`src/rtl/cordic_pkg.sv`:
```
// Shared constants and encodings for the CORDIC front end: angle format,
// reducer state encoding and the quadrant code used by shift_region_flag.
package cordic_pkg;

    localparam int W_DEF = 32;
    localparam int F_DEF = 29;

    // round(pi/2 * 2^f); the real-to-integral cast rounds to nearest
    function automatic longint pi_half_q(input int f);
        real r;
        r = 1.5707963267948966;
        for (int i = 0; i < f; i++) r = r * 2.0;
        return longint'(r);
    endfunction

    localparam longint PI_HALF_Q_DEF = pi_half_q(F_DEF);

    localparam logic [1:0] ST_IDLE   = 2'd0;
    localparam logic [1:0] ST_REDUCE = 2'd1;
    localparam logic [1:0] ST_ISSUE  = 2'd2;
    localparam logic [1:0] ST_WAIT   = 2'd3;

    typedef enum logic [1:0] {
        S_IDLE   = ST_IDLE,
        S_REDUCE = ST_REDUCE,
        S_ISSUE  = ST_ISSUE,
        S_WAIT   = ST_WAIT
    } state_t;

    // Quadrant the original angle fell in; decoded by the CORDIC FSM
    localparam logic [1:0] QUAD_I   = 2'd0;
    localparam logic [1:0] QUAD_II  = 2'd1;
    localparam logic [1:0] QUAD_III = 2'd2;
    localparam logic [1:0] QUAD_IV  = 2'd3;

endpackage

```
`src/rtl/cordic_range_reducer.sv`:
```
// Folds a Q3.29 angle into [0, pi/2) one quarter turn per cycle, then hands
// the reduced angle and quadrant to the CORDIC FSM and waits for completion.
module cordic_range_reducer
    import cordic_pkg::*;
#(
    parameter int     W         = W_DEF,
    parameter int     F         = F_DEF,
    parameter longint PI_HALF_Q = pi_half_q(F)
) (
    input  logic         clk,
    input  logic         reset,
    input  logic         beg_reduce,
    input  logic [W-1:0] angle_in,
    input  logic         operation,
    input  logic         ready_CORDIC,
    output logic         ready_reduce,
    output logic [W-1:0] angle_out,
    output logic [1:0]   shift_region_flag,
    output logic         operation_out,
    output logic         beg_FSM_CORDIC,
    output logic         range_err
);

    localparam logic signed [W:0] PH = (W+1)'(PI_HALF_Q);

    state_t            state;
    logic signed [W:0] acc;   // working angle carries one guard bit
    logic [1:0]        quad;
    logic [1:0]        step;
    logic              op_q;

    logic adj_neg, adj_pos, need_adj, do_adj;

    always_comb begin
        adj_neg  = acc[W];
        adj_pos  = !acc[W] && (acc >= PH);
        need_adj = adj_neg || adj_pos;
        do_adj   = need_adj && (step != 2'd3);
    end

    always_ff @(posedge clk) begin
        if (reset) begin
            state             <= S_IDLE;
            ready_reduce      <= 1'b1;
            angle_out         <= '0;
            shift_region_flag <= QUAD_I;
            operation_out     <= 1'b0;
            beg_FSM_CORDIC    <= 1'b0;
            range_err         <= 1'b0;
            acc               <= '0;
            quad              <= QUAD_I;
            step              <= '0;
            op_q              <= 1'b0;
        end else begin
            beg_FSM_CORDIC <= 1'b0;
            case (state)
                S_IDLE: begin
                    if (beg_reduce) begin
                        acc          <= {angle_in[W-1], angle_in};
                        quad         <= QUAD_I;
                        step         <= '0;
                        op_q         <= operation;
                        range_err    <= 1'b0;
                        ready_reduce <= 1'b0;
                        state        <= S_REDUCE;
                    end
                end
                S_REDUCE: begin
                    if (do_adj) begin
                        acc  <= adj_neg ? acc + PH : acc - PH;
                        quad <= adj_neg ? quad - 2'd1 : quad + 2'd1;
                        step <= step + 2'd1;
                    end else begin
                        // out of steps with the angle still out of range: flag it, issue anyway
                        if (need_adj) range_err <= 1'b1;
                        angle_out         <= acc[W-1:0];
                        shift_region_flag <= quad;
                        operation_out     <= op_q;
                        beg_FSM_CORDIC    <= 1'b1;
                        state             <= S_ISSUE;
                    end
                end
                S_ISSUE: state <= S_WAIT;
                S_WAIT: begin
                    if (ready_CORDIC) begin
                        ready_reduce <= 1'b1;
                        state        <= S_IDLE;
                    end
                end
                default: state <= S_IDLE;
            endcase
        end
    end

endmodule

```
`config.mk`:
```
export PLATFORM = sky130hd
export DESIGN_NAME = cordic_range_reducer
export DESIGN_NICKNAME = d
export VERILOG_FILES = /design/src/rtl/cordic_pkg.sv /design/src/rtl/cordic_range_reducer.sv
export SDC_FILE = /design/constraint.sdc
export NUM_CORES = 1
export LEC_CHECK = 0
export CAP_MARGIN = 20
export CORE_UTILIZATION = 52
export DETAILED_ROUTE_END_ITERATION = 12
export GPL_ROUTABILITY_DRIVEN = 0
export MAX_ROUTING_LAYER = met4
export PLACE_DENSITY = 0.77
export SETUP_SLACK_MARGIN = 0.4
export SYNTH_ARGS = -nofsm -noshare
export SYNTH_HDL_FRONTEND = slang
export SYNTH_SLANG_ARGS = --single-unit
```
`constraint.sdc`:
```
create_clock -name clk -period 5.5 [get_ports clk]
set_input_delay 1.1 -clock clk [delete_from_list [all_inputs] [get_ports clk]]
set_output_delay 1.1 -clock clk [all_outputs]
set_load 0.01 [all_outputs]
```
Word level (Yosys, flattened, before mapping)
Index checks and enable logic that the tools add are counted.

word-level totals
  output and inout port bits = 38
  ROM bits = 0
  memories = 0
  latch bits = 0
  register bits = 78
  RAM bits = 0

operators by class
  add/sub/neg operators = 5
  reductions and logical operators = 14
  $mul = 0
  bitwise logic cells = 2
  multiplexer cells = 21
  shift-type cells = 0
  magnitude comparators = 1
  equal/unequal tests = 9
  divide/modulo/power cells = 0

operators with widths
  cell                      count
  $mux W33                  3
  $pmux W33 S2              1
  $add A33 B31 Y33 const B  1
  $ge A33 B31 Y1 const B    1
  $sub A33 B31 Y33 const B  1
  $mux W2                   7
  $ne A2 B2 Y1 const B      6
  $reduce_and A3 Y1         3
  $pmux W2 S2               2
  $pmux W2 S4               1
  $mux W1                   5
  $add A2 B1 Y2 const B     2
  $eq A2 B2 Y1 const B      2
  $pmux W1 S2               2
  $reduce_and A2 Y1         2
  $reduce_and A4 Y1         1
  $reduce_bool A2 Y1        2
  $eq A2 B1 Y1 const B      1
  $logic_and A1 B1 Y1       2
  $logic_not A2 Y1          1
  $not A1 Y1                2
  $reduce_or A2 Y1          1
  $sub A2 B1 Y2 const B     1
  $logic_not A1 Y1          1
  $logic_or A1 B1 Y1        1

Depth between registers and ports, before layout
  depth in word-level cells = 6
  gate-level depth with buffers = 12

Worst setup path after synthesis
Ideal clock, no wire load.

  path type = register to register
  start = register acc[18]
  end = register acc[28]
  arrival time = 2852 ps
  clock period less this slack = 2926 ps
  stages on the path, launching flop included = 11
  path buffers = 3
  path slack = 2574 ps
  required time = 5426 ps
  path through = dfxtp_1 > buf_6 > or4_1 > buf_2 > or4_4 > nor3_2 > a21oi_1 > or2_1 > buf_2 > or4_1 > a31oi_1

between the ends
  longest elaborated chain between the ends = 6
  elaborated cells between the ends (all ways) = 11
  those cells by class = 2 x add/sub; 1 x order compare; 1 x eq/ne; 3 x mux; 4 x reduce/logical

RTL lines
  element                             line                        text
  start: declaration                  cordic_range_reducer.sv:27  logic signed [W:0] acc;
  start signal: assignment            cordic_range_reducer.sv:59  acc <= {angle_in[W-1], angle_in};
  start signal: assignment            cordic_range_reducer.sv:70  acc <= adj_neg ? acc + PH : acc - PH;
  $ge A33 B31 Y1                      cordic_range_reducer.sv:36  adj_pos = !acc[W] && (acc >= PH);
  $logic_and A1 B1 Y1                 cordic_range_reducer.sv:36
  $logic_or A1 B1 Y1                  cordic_range_reducer.sv:37  need_adj = adj_neg || adj_pos;
  $logic_and A1 B1 Y1                 cordic_range_reducer.sv:38  do_adj = need_adj && (step != 2'd3);
  $ne A2 B2 Y1 (no source line)       --
  $reduce_and A3 Y1 (no source line)  --

Several ways; a longest one is shown, not always the timed one. The select of a mux whose other input is x is not followed.
A chain may end at the register's enable or synchronous reset.

Final worst setup path
  start = register acc[18]
  end = register acc[9]

between the ends
  longest elaborated chain between the ends = 6

RTL lines
  element                             line
  $ge A33 B31 Y1                      cordic_range_reducer.sv:36
  $logic_and A1 B1 Y1                 cordic_range_reducer.sv:36
  $logic_or A1 B1 Y1                  cordic_range_reducer.sv:37
  $logic_and A1 B1 Y1                 cordic_range_reducer.sv:38
  $ne A2 B2 Y1 (no source line)       --
  $reduce_and A3 Y1 (no source line)  --

Every way passes these cells.

==> run summary <==
The start point of the worst hold path is op_q. The floorplan step set the die width to between 90 and 100 um. The number of DRC violations after detailed-routing iteration 0 is 390. The max-slew violation count is 0. 75 I/O pins were placed. The final setup violation count came out at 0. The via count of the first global-routing pass is 4710.

In this run the core area contains 34 standard-cell rows. The vertical die dimension came out at 98.6 um. The post-CTS setup buffer count is 0. The clock tree buffer depth is 2. The total of buffers placed on input and output ports came out at 74. The clock latency on the worst-skew pair came out at 0.36 ns. Along the worst hold path, the cell count comes to 2. The count of warnings emitted by yosys came out at 0. Setup repair after global routing left no endpoint under its margin. The total chip power is 3.14 mW.

The clock period minus worst slack came out at 3.61 ns. The via count normalized by instance count came out at 6.32. The final count of hold timing violations is 0.

The pin count of the biggest net entering global routing came out at 78. The maximum level of the CTS H-tree is 3. The cell sitting at the root of the clock tree is a clkbuf_8. The number of storage elements in the synthesis netlist came out at 78. The number of unique standard cell types used by synthesis came out at 66. The starting utilization of the core area is 0.545. The sum of overflow across all layers after global routing is 0. The dominant synthesized flop cell is dfxtp_1. The mean post-synth cell area came out at roughly 7.5 um^2. For the final routed database, the setup TNS stands at 0 ns. The global-route wire length before repair came out at 22400 um.

The wire length per cell after detailed routing is 16.7 um. The worst setup skew after layout came out at ~0.011 ns. The setup path with the least slack is of type reg2reg. The layout overhead on the synthesized area is 18.2%. In this run the power density over the cells is 548 nW/um^2. The global routing usage summed across all routing layers came out at 0.289.

The area inside the core boundary came out at approximately 8900 um^2. The cell area after synthesis came out at 4850 um^2. The worst relative slew slack is 0.266.

After the last flow step, the layout net total stands at about 730. Of all flip-flops after synthesis, the portion carrying an async set or reset was 0. Gates resized during post-CTS repair numbered 0. The repair_antennas step left the layout with diodes totalling 0. The proportion of layout cells with a drive suffix above 1 came out at 0.0539. The startpoint identified for the worst register-to-register timing path is acc[18]. The post-detailed-route count of antenna-violating nets is 0.

The die covers a little under 10000 um^2. The number of nets handed over by synthesis was roughly 690. The worst setup path is launched from a flop. The TritonCTS clock tree is built. The required time at the worst-slack endpoint came out at 5.78 ns. The HPWL after detailed placement is 8960 um. The first detailed-routing pass ran for 8 iterations.

The worst setup path is captured at a flop. For this run, the top clock speed supported by timing is 0.277 GHz. The sequential share of the synthesized area came out at 0.322. The cell count after synthesis is 647. After filler insertion, the fill cell instance count of the layout stands at 792.

The via count came out at 5019. The count of clock tree sinks is 78. The depth of the worst register-to-register path is 9. The startpoint of the worst setup timing path is acc[18]. The flow ran to the end, and the final reports show no timing, DRC or antenna violations.

Data on the critical path arrives at its endpoint at about 3.9 ns. Across the run, the number of max-cap violations was 0. The path class of the tightest hold or removal check is reg2reg. The slew at the pin closest to its max-slew limit is 1.09 ns. The post-route DRC violation count came out at 0. The clock-pin slew of the registers on the worst-case setup and hold paths came out at 0.09 ns. For this block, the routed nets add up to between 10000 and 15000 um of wire. The number of antenna violations at the first check in global routing is 0. The number of enable flip-flop cells after synthesis is 0. The total CTS buffers is 9.

In this run the static leakage power is 2.00 nW. The count of hold-fix buffers inserted at cts came out at 0. IR analysis of the VDD net gives a maximum drop of 0.000401 V.

Of the available clock period, the critical path in the final layout requires 0.656. The maximum fanout along the worst path is 41.
metrics by stage:
| step | hold WS, ns | area (um^2) | utilization | instances | worst slack (ns) |
|---|---|---|---|---|---|
| after floorplan | 0.436 | 4850 | - | 647 | 2.57 |
| after global placement | 0.443 | 5540 | 0.623 | 777 | 1.98 |
| after detailed placement | 0.460 | 5540 | 0.623 | 777 | 1.93 |
| after CTS | 0.471 | 5720 | 0.643 | 793 | 1.86 |
| after global routing | 0.490 | 5730 | 0.645 | 794 | 1.54 |
| final | 0.471 | 5730 | 0.645 | 794 | 1.89 |
routing by layer:
layer	vias up	wire length, um	track usage
met5	-	0	-
met4	0	215	0.102
met3	29	987	0.0546
met2	234	6400	0.469
met1	2357	5670	0.360
li1	2399	-	-
critical path, stage by stage, from the launching register on:
cell and delay (ns):
dfxtp_1 0.41, or4_1 0.72, a2111oi_0 0.70, o31ai_1 0.20
a21oi_4 0.17, buf_4 0.55, nor2_1 0.12, buf_4 0.27
a21bo_2 0.22, a21oi_1 0.15
cell type report:
cell class	instances	area, um^2	share of cell area
Clock buffer	11	141	0.0247
Clock inverter	5	33.8	0.00589
Inverter	17	63.8	0.0111
Multi-Input combinational cell	494	3000	0.523
Sequential cell	78	1560	0.272
Tap cell	108	135	0.0236
Timing Repair Buffer	81	796	0.139
state kept, by name, summed over array words and instances, names as in the netlist:
signal	flops
step	2
shift_region_flag	2
range_err	1
state	2
acc	33
angle_out	32
beg_FSM_CORDIC	1
op_q	1
operation_out	1
ready_reduce	1
quad	2
path summary, 6_finish.rpt:
check                               to  slack (ns)
worst max register to register  acc[9]        1.89
worst max-delay path            acc[9]        1.89
worst min register to register    op_q        0.47
worst min-delay path              op_q        0.47
report_power, final:
part / switching (mW) / internal [mW] / leakage (nW) / total (mW)
Sequential: 0.262 / 0.716 / 0.636 / 0.978
Combinational: 1.05 / 0.708 / 1.28 / 1.76
Clock: 0.223 / 0.177 / 0.0857 / 0.400
placed cells by master (no fill, tap or decap), types with 11 or more instances in the layout:
master	netlist	routed
and2_1	18	18
clkdlybuf4s50_1	0	73
dfxtp_1	78	78
nor2_1	69	69
nor3_1	23	23
nor2b_1	18	18
a21oi_1	56	55
mux2i_1	41	41
nand2_1	54	54
o21ai_0	57	57
o31ai_1	11	11
nand3_1	18	18
inv_1	17	17
cell families after synthesis:
kind of cell    count (synthesis)  synth area share
simple gates                  245             0.248
compound gates                197             0.257
flops                          78             0.322
buf+inv                        75            0.0617
mux                            42            0.0869
fa+ha+maj                       8            0.0206
xor+xnor                        2           0.00361
synthesized netlist by cell type (all sizes together), types with 6 or more instances:
cell type   n  share of area
a211oi      8          0.012
a21oi      56          0.058
a31oi      10          0.013
and2       18          0.023
buf        12          0.013
clkbuf     46          0.036
dfxtp      78           0.32
ha          8          0.021
inv        17          0.013
mux2i      41          0.085
nand2      54          0.042
nand2b      8          0.010
nand3      18          0.019
nor2       69          0.053
nor2b      18          0.023
nor3       24          0.026
o21ai      57          0.059
o31ai      11          0.017
or3         6         0.0077
or4         7          0.012
Note: power is estimated with default switching activity, not from simulation.
